### src/rtl/uart_bus_master_if.sv
// Signal bundle between the UART byte stream, the memory bus and the bus master.
// The master modport is the initiator's view; slave is the environment's view.
interface uart_bus_master_if;
  logic [7:0]  rx_data;
  logic        rx_valid;
  logic [7:0]  tx_data;
  logic        tx_valid;
  logic        tx_ready;
  logic        mem_valid;
  logic        mem_instr;
  logic        mem_ready;
  logic [31:0] mem_addr;
  logic [31:0] mem_wdata;
  logic [3:0]  mem_wstrb;
  logic [31:0] mem_rdata;
  logic        busy;
  logic        overrun;

  modport master (
    input  rx_data, rx_valid, tx_ready, mem_ready, mem_rdata,
    output tx_data, tx_valid, mem_valid, mem_instr, mem_addr, mem_wdata, mem_wstrb,
           busy, overrun
  );

  modport slave (
    output rx_data, rx_valid, tx_ready, mem_ready, mem_rdata,
    input  tx_data, tx_valid, mem_valid, mem_instr, mem_addr, mem_wdata, mem_wstrb,
           busy, overrun
  );
endinterface

### src/rtl/uart_bus_master.sv
// Serial command decoder that issues single-word reads/writes on the memory bus
// and answers over the byte transmitter ('K', read data, 'T' timeout, '?' unknown).
module uart_bus_master #(
  parameter int TIMEOUT = 256
) (
  input logic               clk_i,
  input logic               rst_i,
  uart_bus_master_if.master bus
);
  localparam int TW = $clog2(TIMEOUT);
  localparam logic [TW-1:0] TMO_LAST = TW'(TIMEOUT - 1);
  localparam logic [7:0] CMD_WR = 8'h57;
  localparam logic [7:0] CMD_RD = 8'h52;

  typedef enum logic [2:0] {IDLE, ADDR, DATA, BUS, RESP} state_t;

  state_t        state, state_nxt;
  logic          is_wr;
  logic [1:0]    byte_cnt;
  logic [31:0]   addr_q;
  logic [31:0]   wdata_q;
  logic [31:0]   resp_q;
  logic [2:0]    resp_left;
  logic [TW-1:0] tmo_cnt;
  logic          overrun_q;
  logic          mem_valid_c, tx_valid_c, busy_c;

  logic rx_is_cmd, bus_done, bus_tmo, tx_fire;
  assign rx_is_cmd = (bus.rx_data == CMD_WR) || (bus.rx_data == CMD_RD);
  assign bus_done  = (state == BUS) && bus.mem_ready;
  assign bus_tmo   = (state == BUS) && !bus.mem_ready && (tmo_cnt == TMO_LAST);
  assign tx_fire   = (state == RESP) && bus.tx_ready;

  always_ff @(posedge clk_i or posedge rst_i) begin
    if (rst_i) state <= IDLE;
    else       state <= state_nxt;
  end

  always_comb begin
    state_nxt = state;
    case (state)
      IDLE: if (bus.rx_valid) state_nxt = rx_is_cmd ? ADDR : RESP;
      ADDR: if (bus.rx_valid && byte_cnt == 2'd3) state_nxt = is_wr ? DATA : BUS;
      DATA: if (bus.rx_valid && byte_cnt == 2'd3) state_nxt = BUS;
      BUS:  if (bus_done || bus_tmo) state_nxt = RESP;
      RESP: if (tx_fire && resp_left == 3'd1) state_nxt = IDLE;
      default: state_nxt = IDLE;
    endcase
  end

  always_comb begin
    mem_valid_c = 1'b0;
    tx_valid_c  = 1'b0;
    busy_c      = 1'b1;
    case (state)
      IDLE:    busy_c      = 1'b0;
      BUS:     mem_valid_c = 1'b1;
      RESP:    tx_valid_c  = 1'b1;
      default: ;
    endcase
  end

  // Byte collection, bus timeout and response shift register
  always_ff @(posedge clk_i or posedge rst_i) begin
    if (rst_i) begin
      is_wr     <= 1'b0;
      byte_cnt  <= 2'd0;
      addr_q    <= 32'h0;
      wdata_q   <= 32'h0;
      resp_q    <= 32'h0;
      resp_left <= 3'd0;
      tmo_cnt   <= '0;
      overrun_q <= 1'b0;
    end else begin
      if (state == IDLE) byte_cnt <= 2'd0;
      else if ((state == ADDR || state == DATA) && bus.rx_valid) byte_cnt <= byte_cnt + 2'd1;

      if (state == IDLE && bus.rx_valid) is_wr <= (bus.rx_data == CMD_WR);
      if (state == ADDR && bus.rx_valid) addr_q  <= {addr_q[23:0], bus.rx_data};
      if (state == DATA && bus.rx_valid) wdata_q <= {wdata_q[23:0], bus.rx_data};

      // Counter sits at zero outside BUS, so it is already cleared on entry
      if (state != BUS)         tmo_cnt <= '0;
      else if (!bus.mem_ready)  tmo_cnt <= tmo_cnt + 1'b1;

      if (state == IDLE && bus.rx_valid && !rx_is_cmd) begin
        resp_q    <= {8'h3F, 24'h0};
        resp_left <= 3'd1;
      end else if (bus_done) begin
        resp_q    <= is_wr ? {8'h4B, 24'h0} : bus.mem_rdata;
        resp_left <= is_wr ? 3'd1 : 3'd4;
      end else if (bus_tmo) begin
        resp_q    <= {8'h54, 24'h0};
        resp_left <= 3'd1;
      end else if (tx_fire) begin
        resp_q    <= {resp_q[23:0], 8'h0};
        resp_left <= resp_left - 3'd1;
      end

      if ((state == BUS || state == RESP) && bus.rx_valid) overrun_q <= 1'b1;
    end
  end

  assign bus.mem_valid = mem_valid_c;
  assign bus.mem_instr = 1'b0;
  assign bus.mem_addr  = {addr_q[31:2], 2'b00};
  assign bus.mem_wdata = wdata_q;
  assign bus.mem_wstrb = (mem_valid_c && is_wr) ? 4'hF : 4'h0;
  assign bus.tx_valid  = tx_valid_c;
  assign bus.tx_data   = resp_q[31:24];
  assign bus.busy      = busy_c;
  assign bus.overrun   = overrun_q;
endmodule

### src/flat_wrapper.sv
// flat-port wrapper written by rule: the top's interface ports become plain ports
module uart_bus_master_flat 
#(
  parameter int TIMEOUT = 256
)
  (clk_i, rst_i, bus_rx_data, bus_rx_valid, bus_tx_ready, bus_mem_ready, bus_mem_rdata, bus_tx_data, bus_tx_valid, bus_mem_valid, bus_mem_instr, bus_mem_addr, bus_mem_wdata, bus_mem_wstrb, bus_busy, bus_overrun);
  uart_bus_master_if bus_i ();
  input logic clk_i;
  input logic rst_i;
  input wire logic [$bits(bus_i.rx_data)-1:0] bus_rx_data;
  input wire logic [$bits(bus_i.rx_valid)-1:0] bus_rx_valid;
  input wire logic [$bits(bus_i.tx_ready)-1:0] bus_tx_ready;
  input wire logic [$bits(bus_i.mem_ready)-1:0] bus_mem_ready;
  input wire logic [$bits(bus_i.mem_rdata)-1:0] bus_mem_rdata;
  output wire logic [$bits(bus_i.tx_data)-1:0] bus_tx_data;
  output wire logic [$bits(bus_i.tx_valid)-1:0] bus_tx_valid;
  output wire logic [$bits(bus_i.mem_valid)-1:0] bus_mem_valid;
  output wire logic [$bits(bus_i.mem_instr)-1:0] bus_mem_instr;
  output wire logic [$bits(bus_i.mem_addr)-1:0] bus_mem_addr;
  output wire logic [$bits(bus_i.mem_wdata)-1:0] bus_mem_wdata;
  output wire logic [$bits(bus_i.mem_wstrb)-1:0] bus_mem_wstrb;
  output wire logic [$bits(bus_i.busy)-1:0] bus_busy;
  output wire logic [$bits(bus_i.overrun)-1:0] bus_overrun;
  assign bus_i.rx_data = bus_rx_data;
  assign bus_i.rx_valid = bus_rx_valid;
  assign bus_i.tx_ready = bus_tx_ready;
  assign bus_i.mem_ready = bus_mem_ready;
  assign bus_i.mem_rdata = bus_mem_rdata;
  assign bus_tx_data = bus_i.tx_data;
  assign bus_tx_valid = bus_i.tx_valid;
  assign bus_mem_valid = bus_i.mem_valid;
  assign bus_mem_instr = bus_i.mem_instr;
  assign bus_mem_addr = bus_i.mem_addr;
  assign bus_mem_wdata = bus_i.mem_wdata;
  assign bus_mem_wstrb = bus_i.mem_wstrb;
  assign bus_busy = bus_i.busy;
  assign bus_overrun = bus_i.overrun;
  uart_bus_master #(.TIMEOUT(TIMEOUT)) u_core (.clk_i(clk_i), .rst_i(rst_i), .bus(bus_i));
endmodule
### config.mk
export PLATFORM = sky130hd
export DESIGN_NAME = uart_bus_master_flat
export DESIGN_NICKNAME = d
export VERILOG_FILES = /design/src/rtl/uart_bus_master_if.sv /design/src/rtl/uart_bus_master.sv /design/src/flat_wrapper.sv
export SDC_FILE = /design/constraint.sdc
export NUM_CORES = 1
export LEC_CHECK = 0
export ABC_AREA = 1
export BUFFER_PORTS_ARGS = -buffer_cell sky130_fd_sc_hd__buf_2
export CORE_MARGIN = 2
export CORE_UTILIZATION = 40
export CTS_CLUSTER_DIAMETER = 50
export DETAILED_ROUTE_END_ITERATION = 7
export GPL_TIMING_DRIVEN = 0
export HOLD_SLACK_MARGIN = 0.05
export PLACE_DENSITY = 0.69
export SLEW_MARGIN = 20
export SYNTH_ARGS = -nofsm -noshare
export SYNTH_HDL_FRONTEND = slang
export SYNTH_SLANG_ARGS = --single-unit
export TNS_END_PERCENT = 10
### constraint.sdc
create_clock -name clk_i -period 7.1 [get_ports clk_i]
set_input_delay 0.71 -clock clk_i [delete_from_list [all_inputs] [get_ports clk_i]]
set_output_delay 0.71 -clock clk_i [all_outputs]
set_load 0.02 [all_outputs]
Word-level counts from Yosys, hierarchy flattened
Index checks and enable logic that the tools add are counted.

Add/sub/neg operators: 3. Equality and inequality tests: 16. Mux-type cells: 26. Reduce and logical (&&, ||, !) cells: 23.

Operator list (count): 2-to-1 mux 32 bit (5); 2-to-1 mux 3 bit (11); equality test 8 x 7 -> 1 bit, second input constant (2); 2-to-1 mux 8 bit (2); one-hot mux 3 bit (5 select lines) (1); logical AND 1 bit (13); adder 8 x 1 -> 8 bit, second input constant (1); equality test 8 bit, second input constant (1); equality test 3 x 1 -> 1 bit, second input constant (2); equality test 3 x 2 -> 1 bit, second input constant (2); != test 2 x 1 -> 1 bit, second input constant (3); != test 2 bit, second input constant (3); AND reduction 5 bit (1); logical OR 1 bit (4); 2-to-1 mux 1 bit (4); 2-to-1 mux 2 bit (2); 2-to-1 mux 4 bit (1); nonzero test 4 bit (1); equality test 3 bit, second input constant (1); logical NOT 3 bit (1); != test 3 x 2 -> 1 bit, second input constant (1); subtractor 3 x 1 -> 3 bit, second input constant (1); adder 2 x 1 -> 2 bit, second input constant (1); equality test 2 bit, second input constant (1); 2 further kinds (3).

Register bits after elaboration: 114. Bits of input ports: 45. Output and inout bits: 81. Logic and storage cells: 77.

Depth between registers and ports, before layout
Depth in word-level cells: 6. Gate-level depth with buffers: 10.

Least setup slack after synthesis
OpenSTA, ideal clock, no wires.

Path type: flip-flop to output port. Start point: reg u_core.state[0]. End point: out bus_mem_wstrb[1]. Arrival time: 1.480 ns. Data required time: 6.390 ns. Setup slack: 4.910 ns. Stages on the path, launching flop included: 7. Path through: dfrtp_1 > nand2_2 > nor2_2 > buf_4 > inv_1 > nor2_1 > buf_4.

Cells in the longest elaborated chain, start to end: 4.

RTL lines: from (decl) (line uart_bus_master.sv:17) `state_t state, state_nxt;`; from (signal assigned) (line uart_bus_master.sv:36) `else state <= state_nxt;`; equality test 3 x 2 -> 1 bit (line uart_bus_master.sv:55) `case (state)`; 2-to-1 mux 1 bit (line uart_bus_master.sv:55); via bus_mem_valid (line flat_wrapper.sv:17) `output wire logic [$bits(bus_i.mem_valid)-1:0] bus_mem_valid;`; logical AND 1 bit (line uart_bus_master.sv:108) `assign bus.mem_wstrb = (mem_valid_c && is_wr) ? 4'hF : 4'h0;`; 2-to-1 mux 4 bit (line uart_bus_master.sv:108); to (decl) (line flat_wrapper.sv:21) `output wire logic [$bits(bus_i.mem_wstrb)-1:0] bus_mem_wstrb;`.

The timed path passes the listed nets, and every way through them passes these cells.

Worst setup path in the final report
Start point: reg u_core.is_wr. End point: out bus_mem_wstrb[2].

Cells in the longest elaborated chain, start to end: 2.

RTL lines: from (decl) (line uart_bus_master.sv:18) `logic is_wr;`; from (signal assigned) (line uart_bus_master.sv:78) `if (state == IDLE && bus.rx_valid) is_wr <= (bus.rx_data == CMD_WR);`; logical AND 1 bit (line uart_bus_master.sv:108); 2-to-1 mux 4 bit (line uart_bus_master.sv:108).

Every way passes these cells.

==> out/results.ini <==
[outcome]
outcome = completed

[placement]
globalplace.congestion = 0.846
dpl.cell_count = 945
port_buffers = 122
pre_cts_slack_ns = 4.85
hpwl_um = 9290

[cts]
cts_buffers = 17
htree_levels = 4
clk_pin_slew_worst_paths_ns = 0.06
ctsLongestPathBuffers = 2
cts_tree = done
cts-root-buf = clkbuf_16
holdBufCountCts = 0
cts.sinks = 114
clkLatencyLatePin_ns = 0.42
post_cts_buffers = 0
cts_resized = 0

[timing]
finalHoldViolCount = 0
finalSetupViolCount = 0
fin_crit_sh_pct = 37.6
skew_ns = 0.00941
finalSetupTns_ns = 0
whs_ns = 0.324
rsz0062_at_grt = false
slew_headroom_pct = 61.5
finalWorstPathRequiredPeriod_ns = 2.67
drv_slew = 0
layout_setup_ws_ns = 4.43
tightest_slew_ns = 0.578
clock.fmax_mhz = 374

[setup_path]
max_stage_delay_ns = 0.48
cp_max_fo = 10
crit_type = reg -> out
path_cells = inv_1 > clkbuf_1 > nor2_1 > buf_4 > buf_2
crit_slowest_cell = dfrtp_1
start_kind = register
required_ns = 6.39
critPathCaptureType = output pin
arrival_ns = 1.96

[yosys]
synth_top_family_by_area = simple AND/OR/NAND/NOR gates
synth_seq_cells = 114
yosys.area_share.simple_pct = 21.7
synth_compound_gate_area_share_pct = 8.76
synth-xor-area-share_pct = 0.159
avgSynthCellArea_sq_um = 8.56
yosysUniqueCellTypes = 32
synthAdderAreaFrac_pct = 0.908
synth_area_sq_mm = 0.00551
ys_seq_area_share_pct = 51.8
synth_top_area_cell = dfrtp_1
ys_warn_count = 0
muxShareOfSynthArea_pct = 3.27
yosysTopAreaCellShare_pct = 51.8
netlist_instances = 644
ys_top_cells_by_area = dfrtp_1 52%, nand2_1 11%, buf_4 6.3%

[global_routing]
track_usage_pct = 19.3
grt_max_degree = 65
antenna_found_initial = 0
grt_pass1_vias = 4473
grt_pass1_wl_um = 22000
gr-total-overflow = 0

[run]
cap_violations = 0

[floorplanning]
core_area_sq_mm = 0.0133
die_x_um = 121
dieArea_sq_mm = 0.0147
die_y_um = 121
rows = 42
start_util_pct = 41.3
ioPinCount = 126

[detailed_routing]
drc_errors = 0
vias = 4646
vias_per_cell = 4.76
drtPass1Iterations = 4
drt_iter0_drc = 259
wl_per_cell_um = 13.6
ant_nets = 0
wl_um = 13200

[final_layout]
layout.nets = 837
antennaDiodeCount = 0
fin_util_pct = 52.4
drive_gt1_share_pct = 30.2
final_cell_count_no_fill = 977
syn2layout_area_growth_pct = 27.0

[power_and_ir_drop]
p_switching_mw = 0.794
seqPwrFrac_pct = 35.9
p_sw_share_pct = 33.0
clockPowerShare_pct = 37.0
combPwrFrac_pct = 27.2
p_per_area_mw_per_mm2 = 344
power_leakage_nw = 3.90
internal_power_mw = 1.61
peakVddDrop_mv = 0.179

[min_path]
hp-class = in -> async

-- layout by cell type (no fill, tap or decap), types with 4 or more instances in the layout --
cell type	Yosys	routed
nand2_1	168	168
buf_2	5	127
dfrtp_1	114	114
inv_1	68	67
o21ai_0	67	67
buf_4	46	46
nand3_1	42	42
nor2_1	38	38
a21oi_1	20	20
clkbuf_16	0	17
clkbuf_1	15	16
mux2_2	16	16
nand4_1	8	8
nand2_2	5	5
clkinv_2	0	5
buf_6	4	4
ha_1	4	4
bufinv_16	0	4
-- final cells by class --
type,count,area (sq um)
inverter,70,268
fill,1367,6350
timing repair buffer,123,638
clock buffer,18,429
clock inverter,14,186
tap,176,220
sequential,114,2850
multi-input combinational,392,1930
buffer,70,472
-- worst max-delay path, delay by kind of cell, from the launching register on --
family | cells | cell delay [ns]
buf+inv | 4 | 0.72
flops | 1 | 0.48
simple gates | 1 | 0.34
-- state kept, by name, indices dropped and copies added, names as in the netlist --
register	flops
u_core.state	3
u_core.resp_left	3
u_core.tmo_cnt	8
u_core.bus.mem_wdata	32
u_core.byte_cnt	2
u_core.bus.overrun	1
u_core.resp_q	32
u_core.is_wr	1
u_core.addr_q	32
-- routing by layer --
layer / part of all wire [%] / global-route usage [%] / vias to the layer above
met3: 4.5 / 4.65 / 26
li1: - / - / 2303
met5: 0 / 0 / -
met4: 2.3 / 8.19 / 0
met1: 46 / 25.9 / 2198
met2: 47 / 29.8 / 119
-- kinds of logic (layout without fill, tap and decap cells) --
family / after synthesis / after routing
flops: 114 / 114
other cells: 1 / 3
simple gates: 274 / 274
xor+xnor: 1 / 1
mux: 16 / 16
fa+ha+maj: 4 / 4
compound gates: 94 / 94
buf+inv: 140 / 295
-- power by group through the flow --
stage / clock [mW] / combinational (mW) / sequential [mW]
after floorplan: 0 / 0.385 / 0.931
after global placement: 0 / 0.646 / 0.873
after detailed placement: 0 / 0.661 / 0.872
after CTS: 0.904 / 0.664 / 0.864
after global routing: 0.938 / 0.728 / 0.880
final: 0.890 / 0.653 / 0.863
-- metrics by stage --
stage / power (mW) / cell area [sq um]
2_1_floorplan: 1.32 / 5520
3_3_place_gp: 1.52 / 6350
3_5_place_dp: 1.53 / 6380
4_1_cts: 2.43 / 7000
5_1_grt: 2.55 / 7000
6_report: 2.41 / 7000
-- cell usage after synthesis --
library cell / number
nand2_1: 168
dfrtp_1: 114
inv_1: 68
o21ai_0: 67
buf_4: 46
nand3_1: 42
nor2_1: 38
a21oi_1: 20
mux2_2: 16
clkbuf_1: 15
nand4_1: 8
buf_2: 5
nand2_2: 5
buf_6: 4
ha_1: 4
nor2_4: 3
a22oi_1: 2
inv_2: 2
nor3_1: 2
o21ai_1: 2
o21bai_1: 2
conb_1: 1
nand3_2: 1
nand3_4: 1
nand3b_1: 1
nor2_2: 1
nor2_8: 1
nor3_2: 1
nor3b_2: 1
nor4_1: 1
o21a_1: 1
xnor2_1: 1
-- final timing paths --
| check | startpoint | end | slack [ns] | cells after the start |
|---|---|---|---|---|
| setup / recovery | u_core.is_wr | bus_mem_wstrb[2] | 4.43 | 5 |
| hold / removal | rst_i | u_core.resp_q[27] | 0.32 | 2 |
| setup reg to reg | u_core.state[0] | u_core.resp_q[31] | 5.17 | 8 |
| hold reg to reg | u_core.bus.overrun | u_core.bus.overrun | 0.47 | 1 |
| max in group asynchronous | rst_i | u_core.bus.mem_wdata[24] | 6.12 | 3 |
| min in group clk_i | u_core.bus.overrun | u_core.bus.overrun | 0.47 | 1 |
Note: power is estimated with default switching activity, not from simulation.
